[config.mk]
export PLATFORM = sky130hd
export DESIGN_NAME = rect_fill_engine_flat
export DESIGN_NICKNAME = d
export VERILOG_FILES = /design/src/rtl/rect_fill_if.sv /design/src/rtl/rect_fill_engine.sv /design/src/flat_wrapper.sv
export SDC_FILE = /design/constraint.sdc
export NUM_CORES = 1
export LEC_CHECK = 0
export ABC_AREA = 1
export CORE_ASPECT_RATIO = 1.4
export CORE_MARGIN = 1.5
export CORE_UTILIZATION = 50
export DETAILED_ROUTE_END_ITERATION = 8
export PLACE_DENSITY = 0.76
export SYNTH_ARGS = -nofsm -noshare
export SYNTH_HDL_FRONTEND = slang
export SYNTH_SLANG_ARGS = --single-unit
[constraint.sdc]
create_clock -name CLOCK_50 -period 2.1 [get_ports CLOCK_50]
set_clock_uncertainty 0.05 [all_clocks]
set_input_delay 0.21 -clock CLOCK_50 [delete_from_list [all_inputs] [get_ports CLOCK_50]]
set_output_delay 0.21 -clock CLOCK_50 [all_outputs]
set_load 0.005 [all_outputs]
[src/rtl/rect_fill_if.sv]
// Command and framebuffer-write bundle for rect_fill_engine.
// The engine connects through the slave modport; the command source and framebuffer side use master.
interface rect_fill_if #(
  parameter int X_W     = 8,
  parameter int Y_W     = 7,
  parameter int COLOR_W = 3
);
  logic               cmd_valid;
  logic               cmd_ready;
  logic [X_W-1:0]     cmd_x0;
  logic [Y_W-1:0]     cmd_y0;
  logic [X_W-1:0]     cmd_x1;
  logic [Y_W-1:0]     cmd_y1;
  logic [COLOR_W-1:0] cmd_color;
  logic               wr_en;
  logic               wr_ready;
  logic [X_W-1:0]     wr_x;
  logic [Y_W-1:0]     wr_y;
  logic [COLOR_W-1:0] wr_color;
  logic               busy;
  logic               done;

  modport master (
    output cmd_valid, cmd_x0, cmd_y0, cmd_x1, cmd_y1, cmd_color, wr_ready,
    input  cmd_ready, wr_en, wr_x, wr_y, wr_color, busy, done
  );

  modport slave (
    input  cmd_valid, cmd_x0, cmd_y0, cmd_x1, cmd_y1, cmd_color, wr_ready,
    output cmd_ready, wr_en, wr_x, wr_y, wr_color, busy, done
  );
endinterface

[src/rtl/rect_fill_engine.sv]
// Filled-rectangle drawing engine: accepts one command, clips it to the visible area,
// and streams framebuffer writes in raster order under wr_ready backpressure.
module rect_fill_engine #(
  parameter int X_W     = 8,
  parameter int Y_W     = 7,
  parameter int COLOR_W = 3,
  parameter int X_MAX   = 159,
  parameter int Y_MAX   = 119
) (
  input  logic         CLOCK_50,
  input  logic         resetn,
  rect_fill_if.slave   bus
);
  localparam logic [X_W-1:0] X_LIM = X_W'(X_MAX);
  localparam logic [Y_W-1:0] Y_LIM = Y_W'(Y_MAX);

  typedef enum logic [1:0] {IDLE, CLIP, FILL, DONE} state_t;

  state_t             state_q, state_d;
  logic [X_W-1:0]     x0_q, x0_d, x1_q, x1_d;
  logic [Y_W-1:0]     y0_q, y0_d, y1_q, y1_d;
  logic [COLOR_W-1:0] color_q, color_d;
  logic [X_W-1:0]     x_lo_q, x_lo_d, x_hi_q, x_hi_d;
  logic [Y_W-1:0]     y_hi_q, y_hi_d;
  logic [X_W-1:0]     wr_x_q, wr_x_d;
  logic [Y_W-1:0]     wr_y_q, wr_y_d;
  logic [COLOR_W-1:0] wr_color_q, wr_color_d;
  logic               wr_en_q, wr_en_d;
  logic               cmd_ready_q, cmd_ready_d;
  logic               busy_q, busy_d;
  logic               done_q, done_d;

  logic [X_W-1:0]     x_lo_c, x_hi_c;
  logic [Y_W-1:0]     y_lo_c, y_hi_c;

  always_comb begin
    x_lo_c = (x0_q < x1_q) ? x0_q : x1_q;
    x_hi_c = (x0_q < x1_q) ? x1_q : x0_q;
    y_lo_c = (y0_q < y1_q) ? y0_q : y1_q;
    y_hi_c = (y0_q < y1_q) ? y1_q : y0_q;
    if (x_hi_c > X_LIM) x_hi_c = X_LIM;
    if (y_hi_c > Y_LIM) y_hi_c = Y_LIM;
  end

  always_comb begin
    state_d     = state_q;
    x0_d        = x0_q;
    y0_d        = y0_q;
    x1_d        = x1_q;
    y1_d        = y1_q;
    color_d     = color_q;
    x_lo_d      = x_lo_q;
    x_hi_d      = x_hi_q;
    y_hi_d      = y_hi_q;
    wr_x_d      = wr_x_q;
    wr_y_d      = wr_y_q;
    wr_color_d  = wr_color_q;
    wr_en_d     = wr_en_q;
    cmd_ready_d = cmd_ready_q;
    busy_d      = busy_q;
    done_d      = done_q;
    unique case (state_q)
      IDLE: begin
        if (bus.cmd_valid && cmd_ready_q) begin
          x0_d        = bus.cmd_x0;
          y0_d        = bus.cmd_y0;
          x1_d        = bus.cmd_x1;
          y1_d        = bus.cmd_y1;
          color_d     = bus.cmd_color;
          cmd_ready_d = 1'b0;
          busy_d      = 1'b1;
          state_d     = CLIP;
        end
      end
      CLIP: begin
        x_lo_d = x_lo_c;
        x_hi_d = x_hi_c;
        y_hi_d = y_hi_c;
        if (x_lo_c > X_LIM || y_lo_c > Y_LIM) begin
          done_d  = 1'b1;
          state_d = DONE;
        end else begin
          wr_x_d     = x_lo_c;
          wr_y_d     = y_lo_c;
          wr_color_d = color_q;
          wr_en_d    = 1'b1;
          state_d    = FILL;
        end
      end
      FILL: begin
        // Test against the bound before stepping so the counters never pass x_hi/y_hi.
        if (bus.wr_ready) begin
          if (wr_x_q < x_hi_q) begin
            wr_x_d = wr_x_q + X_W'(1);
          end else if (wr_y_q < y_hi_q) begin
            wr_x_d = x_lo_q;
            wr_y_d = wr_y_q + Y_W'(1);
          end else begin
            wr_en_d = 1'b0;
            done_d  = 1'b1;
            state_d = DONE;
          end
        end
      end
      DONE: begin
        done_d      = 1'b0;
        busy_d      = 1'b0;
        cmd_ready_d = 1'b1;
        state_d     = IDLE;
      end
      default: state_d = IDLE;
    endcase
  end

  always_ff @(posedge CLOCK_50) begin
    if (!resetn) begin
      state_q     <= IDLE;
      x0_q        <= '0;
      y0_q        <= '0;
      x1_q        <= '0;
      y1_q        <= '0;
      color_q     <= '0;
      x_lo_q      <= '0;
      x_hi_q      <= '0;
      y_hi_q      <= '0;
      wr_x_q      <= '0;
      wr_y_q      <= '0;
      wr_color_q  <= '0;
      wr_en_q     <= 1'b0;
      cmd_ready_q <= 1'b1;
      busy_q      <= 1'b0;
      done_q      <= 1'b0;
    end else begin
      state_q     <= state_d;
      x0_q        <= x0_d;
      y0_q        <= y0_d;
      x1_q        <= x1_d;
      y1_q        <= y1_d;
      color_q     <= color_d;
      x_lo_q      <= x_lo_d;
      x_hi_q      <= x_hi_d;
      y_hi_q      <= y_hi_d;
      wr_x_q      <= wr_x_d;
      wr_y_q      <= wr_y_d;
      wr_color_q  <= wr_color_d;
      wr_en_q     <= wr_en_d;
      cmd_ready_q <= cmd_ready_d;
      busy_q      <= busy_d;
      done_q      <= done_d;
    end
  end

  assign bus.cmd_ready = cmd_ready_q;
  assign bus.wr_en     = wr_en_q;
  assign bus.wr_x      = wr_x_q;
  assign bus.wr_y      = wr_y_q;
  assign bus.wr_color  = wr_color_q;
  assign bus.busy      = busy_q;
  assign bus.done      = done_q;
endmodule
[src/flat_wrapper.sv]
// flat-port wrapper written by rule: the top's interface ports become plain ports
module rect_fill_engine_flat 
#(
  parameter int X_W     = 8,
  parameter int Y_W     = 7,
  parameter int COLOR_W = 3,
  parameter int X_MAX   = 159,
  parameter int Y_MAX   = 119
)
  (CLOCK_50, resetn, bus_cmd_valid, bus_cmd_x0, bus_cmd_y0, bus_cmd_x1, bus_cmd_y1, bus_cmd_color, bus_wr_ready, bus_cmd_ready, bus_wr_en, bus_wr_x, bus_wr_y, bus_wr_color, bus_busy, bus_done);
  rect_fill_if #(.X_W(X_W), .Y_W(Y_W), .COLOR_W(COLOR_W)) bus_i ();
  input  logic CLOCK_50;
  input  logic resetn;
  input wire logic [$bits(bus_i.cmd_valid)-1:0] bus_cmd_valid;
  input wire logic [$bits(bus_i.cmd_x0)-1:0] bus_cmd_x0;
  input wire logic [$bits(bus_i.cmd_y0)-1:0] bus_cmd_y0;
  input wire logic [$bits(bus_i.cmd_x1)-1:0] bus_cmd_x1;
  input wire logic [$bits(bus_i.cmd_y1)-1:0] bus_cmd_y1;
  input wire logic [$bits(bus_i.cmd_color)-1:0] bus_cmd_color;
  input wire logic [$bits(bus_i.wr_ready)-1:0] bus_wr_ready;
  output wire logic [$bits(bus_i.cmd_ready)-1:0] bus_cmd_ready;
  output wire logic [$bits(bus_i.wr_en)-1:0] bus_wr_en;
  output wire logic [$bits(bus_i.wr_x)-1:0] bus_wr_x;
  output wire logic [$bits(bus_i.wr_y)-1:0] bus_wr_y;
  output wire logic [$bits(bus_i.wr_color)-1:0] bus_wr_color;
  output wire logic [$bits(bus_i.busy)-1:0] bus_busy;
  output wire logic [$bits(bus_i.done)-1:0] bus_done;
  assign bus_i.cmd_valid = bus_cmd_valid;
  assign bus_i.cmd_x0 = bus_cmd_x0;
  assign bus_i.cmd_y0 = bus_cmd_y0;
  assign bus_i.cmd_x1 = bus_cmd_x1;
  assign bus_i.cmd_y1 = bus_cmd_y1;
  assign bus_i.cmd_color = bus_cmd_color;
  assign bus_i.wr_ready = bus_wr_ready;
  assign bus_cmd_ready = bus_i.cmd_ready;
  assign bus_wr_en = bus_i.wr_en;
  assign bus_wr_x = bus_i.wr_x;
  assign bus_wr_y = bus_i.wr_y;
  assign bus_wr_color = bus_i.wr_color;
  assign bus_busy = bus_i.busy;
  assign bus_done = bus_i.done;
  rect_fill_engine #(.X_W(X_W), .Y_W(Y_W), .COLOR_W(COLOR_W), .X_MAX(X_MAX), .Y_MAX(Y_MAX)) u_core (.CLOCK_50(CLOCK_50), .resetn(resetn), .bus(bus_i));
endmodule
==> metrics.md <==
| Metric | Value |
|---|---|
| Yosys top cell area share | 35.4% |
| Power per cell area | 1720 mW/mm^2 |
| CTS H-tree lvls | 3 |
| Cell taking the most area after synthesis | dfxtp_1 |
| Worst EP arrival | approximately 2400 ps |
| P_leak | a little under 3 nW |
| Type of the tightest min-delay check | reg -> reg |
| First-pass GRT wire length | 20400 um |
| Grt ovf | 0 |
| CP endpoint kind | flip-flop |
| Final non-filler cell total | 889 |
| Synth top area cells | dfxtp_1, o21ai_0, nand2_1 |
| Die ar. | 0.00964 mm^2 |
| Detailed placement HPWL | 8180 um |
| Post-synth ARST share | 0% |
| Initial DRC Count | 194 |
| Tmin final | between 2000 and 2500 ps |
| Seq cells post-synth | 80 |
| CTS sink cnt | 80 |
| Mean post-synth cell area | 6.86 um^2 |
| Vias per cell | 5.31 |
| Crit Path Class | reg -> reg |
| R2r setup slk | -140 ps |
| Peak supply drop | between 900 and 1000 uV |
| DR WL/cell | roughly 15 um |
| Slew @ Worst Pin | 498 ps |
| Gate Count Post-Synth | 660 |
| Pre-CTS setup slack | -248 ps |
| Mapped Area | between 0.004 and 0.005 mm^2 |
| Vias | 4725 |
| Mapped Nets | 729 |
| CTS max path bufs | 2 |
| Die span in x | ~83 um |
| Worst setup margin | -138 ps |
| Status | complete, but fails checks |
| Crit start category | flip-flop |
| Diode count | 0 |
| Worst slew margin | 66.7% |
| RSZ-0062 raised after global routing | yes |
| Most frequent cell after synthesis | nand2_1 |
| Initial core utilization | 52.0% |
| Clk_lat worst skew | around 340 ps |
| Top_reg_cell synth | dfxtp_1 |
| Die height | 116 um |
| Layout area overhead | 42.1% |
| Port-buffer cells | 58 |
| Max-Cap Viols | 0 |
| EDFF count, synth | 0 |
| Placed cell count | between 800 and 900 |
| Detailed Routing Iterations Pass 1 | 8 |
| Count of final hold-check violations | 0 |
| WL final | 13000 um |
| TritonCTS clock tree | done |
| Largest net degree at the start of global routing | 63 |
| Fmax | 0.447 GHz |
| Tot GR Track Use | about a quarter |
| Failing checks | negative setup slack |
| Routability cong. | 0.862 |
| # rows | 40 |
| DRT antenna net count | 0 |
| CTS root buffer | clkbuf_16 |
| Nets | 848 |
| Fin crit share | 107% |
| Ys Warns | 0 |
| CP max FO | 7 |
| Final setup fails | 27 |
| Core area | roughly 0.0087 mm^2 |
| Max Slew Vio Count | 0 |
| Initial antenna violation count | 0 |
| CTS Buf Count | 9 |
| Register area share after synthesis | 35.4% |
| Commonest cells post-synth | nand2_1, inv_1, o21ai_0, dfxtp_1, a21oi_1 |
| Number of I/O pins | 59 |
| Unique masters post-synth | 31 |
| Reg clk slew, reported paths | 60 ps |
| Vias in the first global route | roughly 4500 |
| Remaining DRCs | 0 |
| CP Data Required Time | 2290 ps |
| Fraction of layout cells with a size suffix above 1 | 25.0% |
## power by group
| part | leakage [nW] | internal [mW] | switching [mW] |
|---|---|---|---|
| sequential | 0.662 | 2.03 | 0.309 |
| clock | 0.128 | 0.829 | 0.642 |
| combinational | 2.14 | 3.17 | 4.10 |
| total | 2.93 | 6.03 | 5.05 |
## routing by layer
layer	vias up	wire length, um	track usage, %
li1	2380	-	-
met1	2153	5400	30.3
met2	138	6430	46.6
met3	54	607	5.34
met4	0	561	11.3
met5	-	0	0
## worst max-delay path, cell delays in order (launching register included)
cell     delay [ps]
dfxtp_2         340
ha_4            240
a21oi_2         160
nor2_2           80
nor3_4          200
buf_6           150
nand2_8          80
buf_8           150
buf_4           130
nand2_1          50
o21ai_1         100
o21ai_1         160
nand4_1         110
nand2_1         100
nor2_1           40
## per-stage QoR
step / area [um^2] / TNS, ps / util (%) / power, mW / hold WS (ps)
floorplan: 4520 / 0 / - / 5.74 / 295
global placement: 5610 / -2950 / 64.4 / 7.52 / 386
detailed placement: 5610 / -4670 / 64.4 / 7.71 / 388
CTS: 6150 / -354 / 70.6 / 10.0 / 398
global route: 6430 / -5230 / 73.8 / 11.9 / 433
finish: 6430 / -1960 / 73.8 / 11.1 / 400
## area by class of cell
cell class | count | area (um^2)
inverters | 105 | 394
flip-flops and latches | 80 | 1610
well taps | 105 | 131
clock inverters | 5 | 32.5
clock buffers | 11 | 243
multi-input cells | 447 | 2800
repair buffers | 136 | 1220
fillers | 646 | 2280
## placed cells by master (no fill, tap or decap), types with 3 or more instances in the layout
master            n
clkinvlp_4        3
dfxtp_1          72
a31oi_1           4
nand2_2          18
dfxtp_2           8
buf_6             6
clkdlybuf4s50_1  58
nand4_1           7
nand3_4           3
nand3_2           7
nor2_1           40
clkbuf_16         9
xor2_1            9
nor3_1            4
o21ai_1           9
nand2_4          12
nor2_2           12
ha_1             25
o21ai_0          80
a21oi_1          68
nand3_1          16
o21ai_2           6
buf_4            69
inv_2            10
nand2_1          94
inv_1            93
ha_4              6
a21oi_2           9
## cells by family after synthesis
kind of cell | share of synthesized area, %
and+or+nand+nor | 20.7
buffers and inverters | 11.8
DFF | 35.4
adders and majority gates | 8.85
xor gates and xnor gates | 1.74
AOI/OAI and AO/OA | 21.5
## what timing repair did
action                                  CTS  global route
hold buffers                              0             0
cloned                                    2             0
resized for setup                        64            64
buffers inserted                          8             6
pin swaps                                26            19
endpoints found under the setup margin   32            40
## registers in the layout, summed over array words and instances (netlist names), 2 cells and up
| name | count |
|---|---|
| u_core.y0_q | 7 |
| u_core.y1_q | 7 |
| u_core.y_hi_q | 7 |
| u_core.x1_q | 8 |
| u_core.color_q | 3 |
| u_core.x0_q | 8 |
| u_core.x_lo_q | 8 |
| u_core.bus.wr_y | 7 |
| u_core.state_q | 2 |
| u_core.x_hi_q | 8 |
| u_core.bus.wr_color | 3 |
| u_core.bus.wr_x | 8 |
## final timing paths
check                                                    startpoint  depth (start not counted)                             endpoint
worst max register to register          u_core.x0_q[5]$_SDFFE_PN0P_                         14      u_core.bus.wr_x[0]$_SDFFE_PN0P_
worst max-delay path                    u_core.x0_q[5]$_SDFFE_PN0P_                         14      u_core.bus.wr_x[0]$_SDFFE_PN0P_
worst min-delay path            u_core.bus.wr_color[1]$_SDFFE_PN0P_                          2  u_core.bus.wr_color[1]$_SDFFE_PN0P_
worst min register to register  u_core.bus.wr_color[1]$_SDFFE_PN0P_                          2  u_core.bus.wr_color[1]$_SDFFE_PN0P_
No activity file was read; power rests on OpenSTA's default activity.
